--- config.mk ---
export PLATFORM = sky130hd
export DESIGN_NAME = vdp_super_res_writer
export DESIGN_NICKNAME = d
export VERILOG_FILES = /design/src/rtl/vdp_super_res_writer.sv
export SDC_FILE = /design/constraint.sdc
export NUM_CORES = 1
export LEC_CHECK = 0
export ABC_AREA = 1
export CAP_MARGIN = 10
export CORE_MARGIN = 2
export CORE_UTILIZATION = 63
export CTS_CLUSTER_SIZE = 12
export DETAILED_ROUTE_END_ITERATION = 7
export MAX_ROUTING_LAYER = met4
export PLACE_DENSITY = 0.86
export SKIP_LAST_GASP = 1
export SLEW_MARGIN = 20
export SYNTH_ARGS = -nofsm -noshare
export SYNTH_HDL_FRONTEND = slang
export SYNTH_SLANG_ARGS = --single-unit
--- constraint.sdc ---
create_clock -name clk -period 11.1 [get_ports clk]
set_clock_uncertainty 0.05 [all_clocks]
set_input_delay 1.11 -clock clk [delete_from_list [all_inputs] [get_ports clk]]
set_output_delay 1.11 -clock clk [all_outputs]
set_load 0.01 [all_outputs]
--- src/rtl/vdp_super_res_writer.sv ---
// Super-res pixel writer: queues pixel write requests and turns each one into a
// VRAM byte write, with a read-modify-write for 4bpp packed pixels.
package vdp_super_res_writer_pkg;
    typedef struct packed {
        logic [9:0] x;
        logic [9:0] y;
        logic [7:0] data;
    } wr_req_t;
endpackage

module vdp_super_res_writer
    import vdp_super_res_writer_pkg::*;
#(
    parameter int unsigned FIFO_DEPTH = 4
) (
    input  logic        clk,
    input  logic        reset_n,
    input  logic        vdp_super,
    input  logic        super_res,
    input  logic        super_mid,
    input  logic        ext_reg_pixel_depth,
    input  logic [16:0] ext_reg_super_res_page_addr,
    input  logic        super_res_drawing,
    input  logic        wr_valid,
    output logic        wr_ready,
    input  logic [9:0]  wr_x,
    input  logic [9:0]  wr_y,
    input  logic [7:0]  wr_data,
    output logic [17:0] vram_addr,
    output logic        vram_rd,
    output logic        vram_wr,
    output logic [7:0]  vram_wdata,
    input  logic [7:0]  vram_rdata,
    input  logic        vram_ack,
    output logic        busy
);

    localparam int unsigned PTR_W  = (FIFO_DEPTH > 1) ? $clog2(FIFO_DEPTH) : 1;
    localparam int unsigned CNT_W  = PTR_W + 1;
    localparam int unsigned OFF_W  = 19;
    localparam int unsigned ADDR_W = 18;

    typedef enum logic [2:0] {
        IDLE,
        CALC,
        READ,
        MERGE,
        WRITE
    } state_t;

    state_t             state;
    wr_req_t            mem [FIFO_DEPTH];
    wr_req_t            cur;
    logic [PTR_W-1:0]   wptr;
    logic [PTR_W-1:0]   rptr;
    logic [CNT_W-1:0]   count;
    logic [7:0]         rdata_q;
    logic               fifo_full;
    logic               fifo_empty;
    logic               push;
    logic               pop;
    logic [OFF_W-1:0]   y_ext;
    logic [OFF_W-1:0]   row_off;
    logic [OFF_W-1:0]   pix_off;
    logic [OFF_W-1:0]   byte_off;
    logic [ADDR_W-1:0]  base_addr;
    logic [ADDR_W-1:0]  calc_addr;
    logic               unused_mode;

    // Width only distinguishes 720 from 360, so mid mode needs no separate term.
    assign unused_mode = super_mid;

    assign fifo_full  = (count == CNT_W'(FIFO_DEPTH));
    assign fifo_empty = (count == '0);
    assign wr_ready   = reset_n & vdp_super & ~fifo_full;
    assign push       = wr_valid & wr_ready;
    assign pop        = (state == IDLE) & ~fifo_empty & ~super_res_drawing;
    assign busy       = ~fifo_empty | (state != IDLE);

    // Row offset by shift-add: 720 = 512+128+64+16, 360 = 256+64+32+8.
    always_comb begin
        y_ext = OFF_W'(cur.y);
        if (super_res) begin
            row_off = (y_ext << 9) + (y_ext << 7) + (y_ext << 6) + (y_ext << 4);
        end else begin
            row_off = (y_ext << 8) + (y_ext << 6) + (y_ext << 5) + (y_ext << 3);
        end
        pix_off   = row_off + OFF_W'(cur.x);
        byte_off  = ext_reg_pixel_depth ? (pix_off >> 1) : pix_off;
        base_addr = {ext_reg_super_res_page_addr, 1'b0};
        calc_addr = base_addr + ADDR_W'(byte_off);
    end

    // Request storage; payload needs no reset since count gates validity.
    always_ff @(posedge clk) begin
        if (push) begin
            mem[wptr] <= '{x: wr_x, y: wr_y, data: wr_data};
        end
    end

    always_ff @(posedge clk or negedge reset_n) begin
        if (!reset_n) begin
            state      <= IDLE;
            wptr       <= '0;
            rptr       <= '0;
            count      <= '0;
            cur        <= '0;
            rdata_q    <= '0;
            vram_addr  <= '0;
            vram_wdata <= '0;
            vram_rd    <= 1'b0;
            vram_wr    <= 1'b0;
        end else if (!vdp_super) begin
            // Disable flushes the queue and abandons any bus cycle in progress.
            state   <= IDLE;
            wptr    <= '0;
            rptr    <= '0;
            count   <= '0;
            vram_rd <= 1'b0;
            vram_wr <= 1'b0;
        end else begin
            if (push) begin
                wptr <= wptr + PTR_W'(1);
            end
            if (pop) begin
                rptr <= rptr + PTR_W'(1);
            end
            count <= count + CNT_W'(push) - CNT_W'(pop);

            case (state)
                IDLE: begin
                    if (pop) begin
                        cur   <= mem[rptr];
                        state <= CALC;
                    end
                end
                CALC: begin
                    vram_addr <= calc_addr;
                    if (ext_reg_pixel_depth) begin
                        vram_rd <= 1'b1;
                        state   <= READ;
                    end else begin
                        vram_wdata <= cur.data;
                        vram_wr    <= 1'b1;
                        state      <= WRITE;
                    end
                end
                READ: begin
                    if (vram_ack) begin
                        rdata_q <= vram_rdata;
                        vram_rd <= 1'b0;
                        state   <= MERGE;
                    end
                end
                MERGE: begin
                    // Even x owns the high nibble, odd x the low nibble.
                    vram_wdata <= cur.x[0] ? {rdata_q[7:4], cur.data[3:0]}
                                           : {cur.data[3:0], rdata_q[3:0]};
                    vram_wr    <= 1'b1;
                    state      <= WRITE;
                end
                WRITE: begin
                    if (vram_ack) begin
                        vram_wr <= 1'b0;
                        state   <= IDLE;
                    end
                end
                default: begin
                    state <= IDLE;
                end
            endcase
        end
    end

endmodule

# Yosys cells after proc, flatten, opt, wreduce, memory -nomap -nowiden
# Memory sizes are Yosys's and may differ from the RTL's. A register that Yosys moved wholly into a read port is not among the register bits.
# Index checks and enable logic that the tools add are counted.
[word_totals] word_cells=83 out_inout_bits=30 ff_bits=46 in_bits=62 ram_bits=112 memories=1
[op_classes] bitwise=9 reduce_logical=12 n_mux=25 add_sub_neg=12 n_eq_ne=15
[mem_list] name="mem" depth=4 width=28 read_ports=1 rd_clocked_by_memory_dff=1 wr=1 line_no="52" text="wr_req_t mem [FIFO_DEPTH];"
[ops] op="18-bit by 16-bit adder with 19-bit output" count=1
[ops] op="19-bit by 10-bit adder with 19-bit output" count=1
[ops] op="19-bit by 13-bit adder with 19-bit output" count=1
[ops] op="19-bit by 14-bit adder with 19-bit output" count=1
[ops] op="19-bit by 15-bit adder with 19-bit output" count=1
[ops] op="19-bit by 16-bit adder with 19-bit output" count=1
[ops] op="19-bit by 17-bit adder with 19-bit output" count=1
[ops] op="19-bit 2-to-1 mux" count=1
[ops] op="18-bit adder" count=1
[ops] op="18-bit 2-to-1 mux" count=1
[ops] op="3-bit 2-to-1 mux" count=6
[ops] op="3-bit AND reduction" count=6
[ops] op="8-bit 2-to-1 mux" count=2
[ops] op="8-bit one-hot mux with 2 select lines" count=1
[ops] op="3-bit inequality test (second input constant)" count=5
[ops] op="3-bit one-hot mux with 5 select lines" count=1
[ops] op="2-bit 2-to-1 mux" count=4
[ops] op="1-bit 2-to-1 mux" count=7
[ops] op="3-bit by 2-bit == test with 1-bit output (second input constant)" count=2
[ops] op="3-bit == test (second input constant)" count=2
[ops] op="3-bit zero test" count=2
[ops] op="1-bit AND" count=5
[ops] op="2-bit by 1-bit adder with 2-bit output (second input constant)" count=2
[ops] op="2-bit by 1-bit inequality test with 1-bit output (second input constant)" count=2
[ops] op="14 further kinds" count=16

# Logic depth before layout (Yosys ltp)
[logic_depth] ltp_word=7 mapped_depth=29 ltp_nobuf=29

# Least setup slack after synthesis
# OpenSTA, ideal clock, no wires.
[synth_path] path_kind="register -> register" start="register cur[8] (netlist name)" end="register vram_addr[17]" t_required_ns=10.984 period_less_slack_ns=4.861 arrival_time_ns=4.745 setup_slack_ns=6.239 path_buffers=0 setup_ns=0.066 path_stages_with_launch=27 path_cell_list="dfrtp_1 -> inv_1 -> fa_1 -> inv_1 -> fa_1 -> fa_1 -> xor2_1 -> nand2_1 -> nand2_1 -> ha_1 -> nand2_1 -> nor3_1 -> nand2_1 -> nand4_1 -> nand3_1 -> nor2_2 -> xor2_1 -> nand2_1 -> o21ai_0 -> ha_1 -> a21o_1 -> a221o_1 -> a31oi_1 -> inv_1 -> nand3_1 -> nand3_1 -> nand2_1"
[synth_via] elab_chain_cells=7 elab_cells_between_ends=10 cone_classes="add/sub (8); mux (2)"
[synth_rtl] item="start, declared" line_no="53" text="wr_req_t cur;"
[synth_rtl] item="start signal, assigned" line_no="133" text="cur <= mem[rptr];"
[synth_rtl] item="19-bit by 17-bit adder with 19-bit output / 18-bit by 16-bit adder with 19-bit output (equally long branches)" line_no="84, 86"
[synth_rtl] item="19-bit by 16-bit adder with 19-bit output / 19-bit by 15-bit adder with 19-bit output (equally long branches)" line_no="84, 86"
[synth_rtl] item="19-bit by 14-bit adder with 19-bit output / 19-bit by 13-bit adder with 19-bit output (equally long branches)" line_no="84, 86"
[synth_rtl] item="19-bit 2-to-1 mux (*)" line_no="83" text="if (super_res) begin"
[synth_rtl] item="19-bit by 10-bit adder with 19-bit output (*)" line_no="88" text="pix_off = row_off + OFF_W'(cur.x);"
[synth_rtl] item="18-bit 2-to-1 mux (*)" line_no="89" text="byte_off = ext_reg_pixel_depth ? (pix_off >> 1) : pix_off;"
[synth_rtl] item="18-bit adder (*)" line_no="91" text="calc_addr = base_addr + ADDR_W'(byte_off);"
[synth_rtl] item="end signal, assigned" line_no="138" text="vram_addr <= calc_addr;"
[synth_rtl] item="end, declared" line_no="29" text="output logic [17:0] vram_addr,"
# Every way passes the cells marked *; elsewhere a longest branch is shown, timed or not.
# A chain may end at the register's enable or synchronous reset.

# Worst setup path after layout
# Ends and elaborated chain as after synthesis.

==> results.ini <==
[logic_synthesis]
ys_top_cells_by_area = edfxtp_1 34%, dfrtp_1 19%, nand2_1 7.5%
synth_area_leader_cell = edfxtp_1
synth_ff_type = edfxtp_1
synthCells = 1034
ys_async_sr_fraction_pct = 39.78
synth_edf_count = 112
yosysSeqAreaShare_pct = 52.55
syn_avg_cell_area_sq_um = 9.598
synth_seq_cells = 186
synth_nets = 1162
yosysTopAreaCellShare_pct = 33.89
ys_warn_count = 0
netlist_area_sq_mm = 0.009925
ys_types = 48

[cts]
clock_latency_ns = 0.44
post_cts_buffers = 0
cts.htree.levels = 4
cts_tree = done
clock_tree.root_cell = clkbuf_16
clock_path_buffers = 2
cts_resized = 0
cts_buffers = 17
cts_hold_buf = 0
clk_pin_slew_ns = 0.07
clock_sinks = 186

[placed_design]
io_buffers = 90
pre_cts_ws_ns = 5.555
hpwlAfterDp_um = 14520
placed_area_sq_mm = 0.01102
place.gp.congestion = 0.8863

[grt]
grt_pass1_wl_um = 34400
overflow = 0
grt_pass1_vias = 7266
grtUsageTotal_pct = 27.20
grt_max_degree = 66
antenna_found_initial = 0

[worst_setup_path]
worst_path_max_delay_cell = fa_1
start_kind = flip-flop
worst_path_most_repeated_cell = nand2_1
critPathMaxFanout = 5
critPathTopFamily = adder cells
cp.arrival_ns = 5.64
crit_required_ns = 11.41
end_kind = flip-flop
critPathBufInv = 3
crit_type = flip-flop to flip-flop
max_stage_delay_ns = 0.54

[final_layout]
antenna_cells = 0
stdcell_area_sq_mm = 0.01162
area_growth_pct = 17.12
drive_gt1_share_pct = 7.282
final_nets = 1241
final_cell_mix = 199 x nand2_1, 114 x o21ai_0, 112 x edfxtp_1, 105 x inv_1, 97 x nor2_1
mostFrequentLayoutCell = nand2_1

[sta]
finalCriticalPeriod_ns = 5.326
final-hold-violation-count = 0
max_freq_ghz = 0.1878
rsz0062_at_grt = false
finalCritPeriodShare_pct = 47.98
worst_pin_slew_ns = 0.9580
finalMaxSlewViolations = 0
fin_hold_ws_ns = 0.4319
relSlewSlack_pct = 36.06
finalSetupViolations = 0
setup_ws_ns = 5.774
tns_ns = 0

[route]
viasPerCell = 5.634
drc_errors = 0
drt_wl_total_um = 21250
routedWlPerCell_um = 15.89
drtIter0Drc = 629
vias = 7533
drtAntennaViolNets = 0
first_pass_iters = 5

[floorplanning]
die_area_sq_mm = 0.01677
start_util_pct = 64.80
num_rows = 45
die_h_um = 129.5
io_pins = 92
core_area_sq_mm = 0.01531
fp.dieW_um = 129.5

[worst_hold_path]
hold_path.class = flip-flop to flip-flop

[run]
cap_violations = 0

[outcome]
outcome = finished clean

-- registers in the layout, indices dropped and copies added (netlist names) --
signal	flops
vram_addr	18
vram_wr	1
vram_wdata	8
rdata_q	8
state	3
count	3
rptr	2
wptr	2
mem	112
vram_rd	1
cur	28
-- through the flow --
stage / std cells / util, %
2_1_floorplan: 1034 / -
3_3_place_gp: 1305 / 71.94
3_5_place_dp: 1305 / 71.94
4_1_cts: 1337 / 75.90
5_1_grt: 1337 / 75.90
6_report: 1337 / 75.90
-- worst register-to-register path, stage by stage (launching register included) --
cell,delay (ns)
dfrtp_1,0.41
inv_1,0.12
fa_1,0.54
inv_1,0.05
fa_1,0.51
fa_1,0.51
xor2_1,0.19
nand2_1,0.08
nand2_1,0.06
ha_1,0.33
nand2_1,0.08
nor3_1,0.14
nand2_1,0.08
nand4_1,0.13
nand3_1,0.14
nor2_2,0.20
xor2_1,0.21
nand2_1,0.07
o21ai_0,0.09
ha_1,0.31
a21o_1,0.21
a221o_1,0.28
a31oi_1,0.19
inv_1,0.06
nand3_1,0.08
nand3_1,0.07
nand2_1,0.07
-- cells by family (layout without fill, tap and decap cells) --
logic type                 count (synthesis)  count (layout)  synth area share, %
and+or+nand+nor                          394             394                17.06
buffers and inverters                    142             234                5.421
xor gates and xnor gates                  21              21                1.853
muxes                                     17              17                1.916
adders and majority gates                 66              66                9.682
DFF                                      186             186                52.55
AOI/OAI and AO/OA                        208             208                11.52
-- path summary, 6_finish.rpt --
| kind | endpoint | startpoint | cells after the start | slack, ns |
|---|---|---|---|---|
| max | vram_addr[17]$_DFFE_PN0P_ | cur[8]$_DFFE_PN0P_ | 26 | 5.77 |
| min | vram_addr[3]$_DFFE_PN0P_ | vram_addr[3]$_DFFE_PN0P_ | 2 | 0.43 |
| max reg2reg | vram_addr[17]$_DFFE_PN0P_ | cur[8]$_DFFE_PN0P_ | 26 | 5.77 |
| min reg2reg | vram_addr[3]$_DFFE_PN0P_ | vram_addr[3]$_DFFE_PN0P_ | 2 | 0.43 |
| max in group asynchronous | vram_addr[7]$_DFFE_PN0P_ | reset_n | 2 | 9.49 |
| min in group asynchronous | cur[17]$_DFFE_PN0P_ | reset_n | 1 | 0.47 |
-- layer usage --
layer,global-route usage [%],part of all wire [%],vias to the layer above
li1,-,-,3677
met1,34.65,43,3531
met2,44.80,49,289
met3,4.088,5.9,36
met4,9.930,1.9,0
met5,-,0,-
-- cell type report --
type | count | area (sq um)
clock buffer | 17 | 425.4
clock inverter | 15 | 180.2
timing repair buffer | 95 | 935.9
fill | 1047 | 3691
inverter | 107 | 401.6
sequential | 186 | 5215
multi-input combinational | 706 | 4202
tap | 211 | 264.0
-- synth_stat cells (3+ instances only) --
library cell and count:
a21oi_1 42, a31oi_1 4, buf_1 3, clkbuf_1 30, dfrtp_1 74, edfxtp_1 112
fa_1 18, ha_1 48, inv_1 105, mux2_1 3, mux2_2 13, nand2_1 199
nand2_2 10, nand3_1 53, nand3_2 4, nand4_1 8, nor2_1 101, nor2_2 3
nor3_1 7, o21a_1 4, o21ai_0 114, o22ai_1 28, xnor2_1 9, xor2_1 12
Power is not shown: default switching activity piles up to over one toggle a cycle in this logic, so the estimate is an artifact.
